$ cat src/rtl/sobel_window_filter_if.sv
// rtl/sobel_window_filter_if.sv - window-in / pixel-out bundle for the Sobel filter stage
interface sobel_window_filter_if;
    logic        i_de;
    logic [9:0]  i_x;
    logic [9:0]  i_y;
    logic [15:0] i_p00, i_p01, i_p02;
    logic [15:0] i_p10, i_p11, i_p12;
    logic [15:0] i_p20, i_p21, i_p22;
    logic [7:0]  i_threshold;
    logic [1:0]  i_mode;

    logic        o_de;
    logic [9:0]  o_x;
    logic [9:0]  o_y;
    logic [15:0] o_pixel;
    logic        o_edge;

    modport master (
        output i_de, i_x, i_y,
        output i_p00, i_p01, i_p02, i_p10, i_p11, i_p12, i_p20, i_p21, i_p22,
        output i_threshold, i_mode,
        input  o_de, o_x, o_y, o_pixel, o_edge
    );

    modport slave (
        input  i_de, i_x, i_y,
        input  i_p00, i_p01, i_p02, i_p10, i_p11, i_p12, i_p20, i_p21, i_p22,
        input  i_threshold, i_mode,
        output o_de, o_x, o_y, o_pixel, o_edge
    );
endinterface

$ cat src/rtl/sobel_window_filter.sv
// rtl/sobel_window_filter.sv - 3x3 RGB565 window to luma, Sobel magnitude and mode-selected pixel
module sobel_window_filter #(
    parameter int H_ACTIVE = 640,
    parameter int V_ACTIVE = 480
) (
    input  logic                 clk,
    input  logic                 reset_n,
    sobel_window_filter_if.slave win
);

    function automatic logic [7:0] rgb565_luma(input logic [15:0] p);
        logic [7:0]  r8, g8, b8;
        logic [15:0] acc;
        r8  = {p[15:11], p[15:13]};
        g8  = {p[10:5],  p[10:9]};
        b8  = {p[4:0],   p[4:2]};
        acc = 16'd77 * r8 + 16'd150 * g8 + 16'd29 * b8;
        return 8'(acc >> 8);
    endfunction

    function automatic logic [15:0] gray565(input logic [7:0] v);
        return {v[7:3], v[7:2], v[7:3]};
    endfunction

    // index = row*3 + col, so [4] is the centre pixel
    logic [8:0][15:0] pix;

    // stage 1: luma
    logic             s1_de_d,    s1_de_q;
    logic [9:0]       s1_x_d,     s1_x_q;
    logic [9:0]       s1_y_d,     s1_y_q;
    logic [1:0]       s1_mode_d,  s1_mode_q;
    logic [7:0]       s1_thr_d,   s1_thr_q;
    logic [15:0]      s1_ctr_d,   s1_ctr_q;
    logic [8:0][7:0]  s1_luma_d,  s1_luma_q;

    // stage 2: gradient
    logic             s2_de_d,     s2_de_q;
    logic [9:0]       s2_x_d,      s2_x_q;
    logic [9:0]       s2_y_d,      s2_y_q;
    logic [1:0]       s2_mode_d,   s2_mode_q;
    logic [7:0]       s2_thr_d,    s2_thr_q;
    logic [15:0]      s2_ctr_d,    s2_ctr_q;
    logic [7:0]       s2_yc_d,     s2_yc_q;
    logic signed [10:0] s2_gx_d,   s2_gx_q;
    logic signed [10:0] s2_gy_d,   s2_gy_q;
    logic             s2_border_d, s2_border_q;
    logic [9:0]       gx_pos, gx_neg, gy_pos, gy_neg;

    // stage 3: output
    logic             o_de_d,    o_de_q;
    logic [9:0]       o_x_d,     o_x_q;
    logic [9:0]       o_y_d,     o_y_q;
    logic [15:0]      o_pixel_d, o_pixel_q;
    logic             o_edge_d,  o_edge_q;
    logic [10:0]      gx_abs, gy_abs;
    logic [11:0]      mag_sum;
    logic [7:0]       mag;

    always_comb begin
        pix = {win.i_p22, win.i_p21, win.i_p20,
               win.i_p12, win.i_p11, win.i_p10,
               win.i_p02, win.i_p01, win.i_p00};
    end

    // Window, mode and threshold are forced to zero when de is low so
    // undriven inputs during blanking never reach the outputs.
    always_comb begin
        s1_de_d   = win.i_de;
        s1_x_d    = win.i_x;
        s1_y_d    = win.i_y;
        s1_mode_d = win.i_de ? win.i_mode      : 2'd0;
        s1_thr_d  = win.i_de ? win.i_threshold : 8'd0;
        s1_ctr_d  = win.i_de ? pix[4]          : 16'd0;
        for (int k = 0; k < 9; k++) begin
            s1_luma_d[k] = win.i_de ? rgb565_luma(pix[k]) : 8'd0;
        end
    end

    always_comb begin
        gx_pos = {2'b00, s1_luma_q[2]} + {1'b0, s1_luma_q[5], 1'b0} + {2'b00, s1_luma_q[8]};
        gx_neg = {2'b00, s1_luma_q[0]} + {1'b0, s1_luma_q[3], 1'b0} + {2'b00, s1_luma_q[6]};
        gy_pos = {2'b00, s1_luma_q[6]} + {1'b0, s1_luma_q[7], 1'b0} + {2'b00, s1_luma_q[8]};
        gy_neg = {2'b00, s1_luma_q[0]} + {1'b0, s1_luma_q[1], 1'b0} + {2'b00, s1_luma_q[2]};

        s2_de_d     = s1_de_q;
        s2_x_d      = s1_x_q;
        s2_y_d      = s1_y_q;
        s2_mode_d   = s1_mode_q;
        s2_thr_d    = s1_thr_q;
        s2_ctr_d    = s1_ctr_q;
        s2_yc_d     = s1_luma_q[4];
        s2_gx_d     = $signed({1'b0, gx_pos}) - $signed({1'b0, gx_neg});
        s2_gy_d     = $signed({1'b0, gy_pos}) - $signed({1'b0, gy_neg});
        s2_border_d = (s1_x_q == 10'd0) || (s1_x_q == 10'(H_ACTIVE - 1)) ||
                      (s1_y_q == 10'd0) || (s1_y_q == 10'(V_ACTIVE - 1));
    end

    always_comb begin
        gx_abs  = s2_gx_q[10] ? 11'(-s2_gx_q) : 11'(s2_gx_q);
        gy_abs  = s2_gy_q[10] ? 11'(-s2_gy_q) : 11'(s2_gy_q);
        mag_sum = {1'b0, gx_abs} + {1'b0, gy_abs};
        if (s2_border_q) begin
            mag = 8'd0;
        end else if (mag_sum > 12'd255) begin
            mag = 8'hFF;
        end else begin
            mag = mag_sum[7:0];
        end

        o_de_d   = s2_de_q;
        o_x_d    = s2_x_q;
        o_y_d    = s2_y_q;
        o_edge_d = s2_de_q && (mag >= s2_thr_q);
        case (s2_mode_q)
            2'd0:    o_pixel_d = s2_ctr_q;
            2'd1:    o_pixel_d = gray565(s2_yc_q);
            2'd2:    o_pixel_d = gray565(mag);
            default: o_pixel_d = o_edge_d ? 16'hFFFF : 16'h0000;
        endcase
        if (!s2_de_q) begin
            o_pixel_d = 16'h0000;
        end
    end

    always_ff @(posedge clk or negedge reset_n) begin
        if (!reset_n) begin
            s1_de_q     <= 1'b0;
            s1_x_q      <= '0;
            s1_y_q      <= '0;
            s1_mode_q   <= '0;
            s1_thr_q    <= '0;
            s1_ctr_q    <= '0;
            s1_luma_q   <= '0;
            s2_de_q     <= 1'b0;
            s2_x_q      <= '0;
            s2_y_q      <= '0;
            s2_mode_q   <= '0;
            s2_thr_q    <= '0;
            s2_ctr_q    <= '0;
            s2_yc_q     <= '0;
            s2_gx_q     <= '0;
            s2_gy_q     <= '0;
            s2_border_q <= 1'b0;
            o_de_q      <= 1'b0;
            o_x_q       <= '0;
            o_y_q       <= '0;
            o_pixel_q   <= '0;
            o_edge_q    <= 1'b0;
        end else begin
            s1_de_q     <= s1_de_d;
            s1_x_q      <= s1_x_d;
            s1_y_q      <= s1_y_d;
            s1_mode_q   <= s1_mode_d;
            s1_thr_q    <= s1_thr_d;
            s1_ctr_q    <= s1_ctr_d;
            s1_luma_q   <= s1_luma_d;
            s2_de_q     <= s2_de_d;
            s2_x_q      <= s2_x_d;
            s2_y_q      <= s2_y_d;
            s2_mode_q   <= s2_mode_d;
            s2_thr_q    <= s2_thr_d;
            s2_ctr_q    <= s2_ctr_d;
            s2_yc_q     <= s2_yc_d;
            s2_gx_q     <= s2_gx_d;
            s2_gy_q     <= s2_gy_d;
            s2_border_q <= s2_border_d;
            o_de_q      <= o_de_d;
            o_x_q       <= o_x_d;
            o_y_q       <= o_y_d;
            o_pixel_q   <= o_pixel_d;
            o_edge_q    <= o_edge_d;
        end
    end

    assign win.o_de    = o_de_q;
    assign win.o_x     = o_x_q;
    assign win.o_y     = o_y_q;
    assign win.o_pixel = o_pixel_q;
    assign win.o_edge  = o_edge_q;

endmodule

$ cat src/flat_wrapper.sv
// flat-port wrapper written by rule: the top's interface ports become plain ports
module sobel_window_filter_flat 
#(
    parameter int H_ACTIVE = 640,
    parameter int V_ACTIVE = 480
)
  (clk, reset_n, win_i_de, win_i_x, win_i_y, win_i_p00, win_i_p01, win_i_p02, win_i_p10, win_i_p11, win_i_p12, win_i_p20, win_i_p21, win_i_p22, win_i_threshold, win_i_mode, win_o_de, win_o_x, win_o_y, win_o_pixel, win_o_edge);
  sobel_window_filter_if win_i ();
  input  logic clk;
  input  logic reset_n;
  input wire logic [$bits(win_i.i_de)-1:0] win_i_de;
  input wire logic [$bits(win_i.i_x)-1:0] win_i_x;
  input wire logic [$bits(win_i.i_y)-1:0] win_i_y;
  input wire logic [$bits(win_i.i_p00)-1:0] win_i_p00;
  input wire logic [$bits(win_i.i_p01)-1:0] win_i_p01;
  input wire logic [$bits(win_i.i_p02)-1:0] win_i_p02;
  input wire logic [$bits(win_i.i_p10)-1:0] win_i_p10;
  input wire logic [$bits(win_i.i_p11)-1:0] win_i_p11;
  input wire logic [$bits(win_i.i_p12)-1:0] win_i_p12;
  input wire logic [$bits(win_i.i_p20)-1:0] win_i_p20;
  input wire logic [$bits(win_i.i_p21)-1:0] win_i_p21;
  input wire logic [$bits(win_i.i_p22)-1:0] win_i_p22;
  input wire logic [$bits(win_i.i_threshold)-1:0] win_i_threshold;
  input wire logic [$bits(win_i.i_mode)-1:0] win_i_mode;
  output wire logic [$bits(win_i.o_de)-1:0] win_o_de;
  output wire logic [$bits(win_i.o_x)-1:0] win_o_x;
  output wire logic [$bits(win_i.o_y)-1:0] win_o_y;
  output wire logic [$bits(win_i.o_pixel)-1:0] win_o_pixel;
  output wire logic [$bits(win_i.o_edge)-1:0] win_o_edge;
  assign win_i.i_de = win_i_de;
  assign win_i.i_x = win_i_x;
  assign win_i.i_y = win_i_y;
  assign win_i.i_p00 = win_i_p00;
  assign win_i.i_p01 = win_i_p01;
  assign win_i.i_p02 = win_i_p02;
  assign win_i.i_p10 = win_i_p10;
  assign win_i.i_p11 = win_i_p11;
  assign win_i.i_p12 = win_i_p12;
  assign win_i.i_p20 = win_i_p20;
  assign win_i.i_p21 = win_i_p21;
  assign win_i.i_p22 = win_i_p22;
  assign win_i.i_threshold = win_i_threshold;
  assign win_i.i_mode = win_i_mode;
  assign win_o_de = win_i.o_de;
  assign win_o_x = win_i.o_x;
  assign win_o_y = win_i.o_y;
  assign win_o_pixel = win_i.o_pixel;
  assign win_o_edge = win_i.o_edge;
  sobel_window_filter #(.H_ACTIVE(H_ACTIVE), .V_ACTIVE(V_ACTIVE)) u_core (.clk(clk), .reset_n(reset_n), .win(win_i));
endmodule
$ cat config.mk
export PLATFORM = sky130hd
export DESIGN_NAME = sobel_window_filter_flat
export DESIGN_NICKNAME = d
export VERILOG_FILES = /design/src/rtl/sobel_window_filter_if.sv /design/src/rtl/sobel_window_filter.sv /design/src/flat_wrapper.sv
export SDC_FILE = /design/constraint.sdc
export NUM_CORES = 2
export LEC_CHECK = 0
export CAP_MARGIN = 20
export CORE_UTILIZATION = 50
export CTS_CLUSTER_DIAMETER = 40
export DETAILED_ROUTE_END_ITERATION = 10
export PLACE_DENSITY = 0.73
export SYNTH_ARGS = -nofsm -noshare
export SYNTH_HDL_FRONTEND = slang
export SYNTH_SLANG_ARGS = --single-unit
export TNS_END_PERCENT = 1
$ cat constraint.sdc
create_clock -name clk -period 11.55 [get_ports clk]
set_input_delay 2.8875 -clock clk [delete_from_list [all_inputs] [get_ports clk]]
set_output_delay 2.8875 -clock clk [all_outputs]
set_load 0.005 [all_outputs]
==> impl_metrics.csv <==
group,metric,value,unit
outcome,status,"finished, violations left",
outcome,failed_checks,"design-rule violations",
grt,grt_util_all_layers,20.6,%
route,firstDrtPassIters,8,
clock_network,clk_pin_slew,0.06,ns
setup_path,start_kind,"input pin",
setup_path,cp_max_fo,8,
yosys,ys_seq_elements,231,
timing,hold_viol_final,0,
setup_path,crit_arrival,9.75,ns
finish,nets,5356,
timing,tns,0,ns
timing,fmax,107,MHz
yosys,yosysMostFrequentCell,"inv_1",
route,wl_met1,33.0,mm
setup_path,cp_top_family,"adder cells",
setup_path,critPathMaxStageDelay,0.65,ns
clock_network,clk_latency,0.54,ns
route,antenna_left,0,
route,routed-wl-met3,2.22,mm
clock_network,htree_num_levels,2,
grt,grt_antenna_before_repair,3,
clock_network,clock-sinks,231,
clock_network,cts-root-buf,"clkbuf_16",
timing,finalMaxSlewViolations,0,
yosys,synth-main-ff-cell,"dfrtp_1",
setup_path,cp_num_buf_inv,3,
grt,gr-total-overflow,0,
floorplanning,core_region_area,73100,um^2
yosys,syn_area_per_cell,10.3,um^2
yosys,synthArstFlopShare,100,%
clock_network,cts_setup_buffers,0,
route,via_count,24615,
grt,grt_pass1_vias,26513,
yosys,yosys-top-cells-area,"fa_1 30%, ha_1 27%, dfrtp_1 16%",
min_path,hold_path.class,"flip-flop to flip-flop",
placed_design,gp_congestion,0.854,
yosys,yosysWarnings,0,
timing,rsz0062_at_grt,"no",
route,routedWlPerCell,15.1,um
clock_network,cts_made_buffers,36,
yosys,synth.cell_area,37000,um^2
clock_network,cts_tree,"done",
yosys,synthCells,3601,
floorplanning,dieArea,75100,um^2
floorplanning,die_x,274,um
setup_path,worst_setup_path_end_kind,"flip-flop",
route,routed_via_density,5.10,
setup_path,rrSetupSlack,6.05,ns
timing,period_needed,9.31,ns
timing,period_share,80.6,%
timing,setup_violations,0,
setup_path,cp_common_cell,"fa_1",
route,drt-initial-drc-count,983,
setup_path,slowest_stage,"clkdlybuf4s50_1",
finish,area_delta_synth_final,12.6,%
setup_path,path_cells,"clkdlybuf4s50_1 > ha_1 > ha_1 > inv_1 > fa_1 > fa_1 > inv_1 > ha_1 > xor2_1 > fa_1 > fa_1 > fa_1 > fa_1 > ha_1 > or2_0 > or3_1 > or4_4 > nand3_2 > a31o_4 > a21oi_2 > or3_1 > a21oi_1",
finish,fillers,6312,
yosys,synth_area_leader_cell,"fa_1",
job,cap_viol_max_count,0,
clock_network,ctsHoldBuffers,0,
clock_network,cts_resized,0,
floorplanning,die_h,274,um
grt,grt_pass1_wl,126,mm
yosys,synth_seq_area_share,15.6,%
floorplanning,ios,215,
floorplanning,start_util,50.6,%
timing,max_slew.worst_pin.slew,0.873,ns
route,drcViolationCount,20,
setup_path,worstSetupPathType,"input pin to flip-flop",
timing,worst_clock_skew,0.0123,ns
yosys,ys_types,60,
placed_design,io_buffers,214,
yosys,yosys.area.top_type_share,29.7,%
finish,drive_gt1_share,2.87,%
route,drt_wl_total,73.1,mm
route,highest_layer,"met4",
setup_path,worstPathRequired,12.00,ns
clock_network,cts_buffer_depth,3,
floorplanning,rows,99,
route,wl_met2,36.4,mm
yosys,syn_nets,5119,
yosys,yosys-top-cells-count,"935 x inv_1, 792 x ha_1, 549 x fa_1",
grt,grt_max_degree,105,
timing,slew-limit-headroom,41.6,%
placed_design,dp_hpwl,63.8,mm
yosys,synth_edf_count,0,
## path summary, 6_finish.rpt
| path | startpoint | to | cells past startpoint |
|---|---|---|---|
| min in group asynchronous | reset_n | u_core.win.o_y[1] | 1 |
| setup / recovery | win_i_p20[9] | u_core.s1_luma_q[55] | 22 |
| max in group asynchronous | reset_n | u_core.s2_gx_q[3] | 2 |
| hold / removal | u_core.s1_ctr_q[2] | u_core.s2_ctr_q[2] | 0 |
| setup reg to reg | u_core.s2_gy_q[2] | u_core.win.o_pixel[4] | 21 |
| hold reg to reg | u_core.s1_ctr_q[2] | u_core.s2_ctr_q[2] | 0 |
## layer usage
layer,track usage [%],up-vias
met2,36.0,323
li1,-,12046
met3,2.43,82
met1,27.2,12164
met5,0,-
met4,5.12,0
## worst register-to-register path, cell delays in order, from the launching register on
cell and delay (ns):
dfrtp_1 0.41, or3_1 0.41, or2_2 0.31, or3_1 0.36
o41ai_1 0.35, xnor2_1 0.18, ha_1 0.30, a221oi_1 0.28
nand2_1 0.13, nor4b_4 0.27, buf_4 0.31, a21o_1 0.16
ha_1 0.21, nand2b_1 0.14, a21o_1 0.17, a21o_1 0.20
a21o_1 0.18, a211oi_1 0.22, o21bai_1 0.23, buf_4 0.25
o211ai_1 0.18, a31oi_1 0.10
## layout by cell type, fill, tap and decap left out, types with 73 or more instances in the layout
master,count
nor2_1,136
ha_1,792
dfrtp_1,231
o21ai_0,84
fa_1,549
a21oi_1,136
inv_1,935
xnor2_1,125
nand2_1,73
clkdlybuf4s50_1,213
## kinds of logic (layout without fill, tap and decap cells)
logic type | count (synthesis) | after routing | share of synthesized area (%)
AOI/OAI and AO/OA | 473 | 473 | 8.31
xor gates and xnor gates | 160 | 160 | 3.79
adders and majority gates | 1341 | 1341 | 56.5
buffers and inverters | 958 | 1222 | 9.72
DFF | 231 | 231 | 15.6
muxes | 2 | 2 | 0.0541
other | 0 | 3 | 0
and+or+nand+nor | 436 | 436 | 6.03
## layout make-up
type                            count  area (um^2)  share of cell area, %
Multi-Input combinational cell   2412        27600                   66.3
Sequential cell                   231         5780                   13.9
Inverter                          936         3510                   8.43
Timing Repair Buffer              221         2220                   5.33
Tap cell                          959         1200                   2.88
Clock buffer                       39          953                   2.29
Clock inverter                     26          359                  0.862
Antenna cell                        3         7.51                 0.0180
## sequential cells by signal (all words and copies together), names as in the netlist, 10 cells and up
name                cells
u_core.s2_gx_q         11
u_core.s1_x_q          10
u_core.win.o_y         10
u_core.win.o_x         10
u_core.s1_y_q          10
u_core.win.o_pixel     16
u_core.s1_luma_q       64
u_core.s2_ctr_q        16
u_core.o_x_d           10
u_core.o_y_d           10
u_core.s1_ctr_q        16
u_core.s2_gy_q         11
## through the flow
stage               util [%]  setup WS, ns  hold slack [ns]  cell area, um^2  cells
floorplan                  -          2.67            0.331            37000   3601
global placement        55.2          1.78            0.331            40300   4757
detailed placement      55.2          1.66            0.335            40300   4757
CTS                     56.9          2.21            0.344            41600   4822
global route            57.0          1.91            0.349            41700   4827
finish                  57.0          2.24            0.345            41700   4827
Power is not shown: default switching activity piles up to over one toggle a cycle in this logic, so the estimate is an artifact.
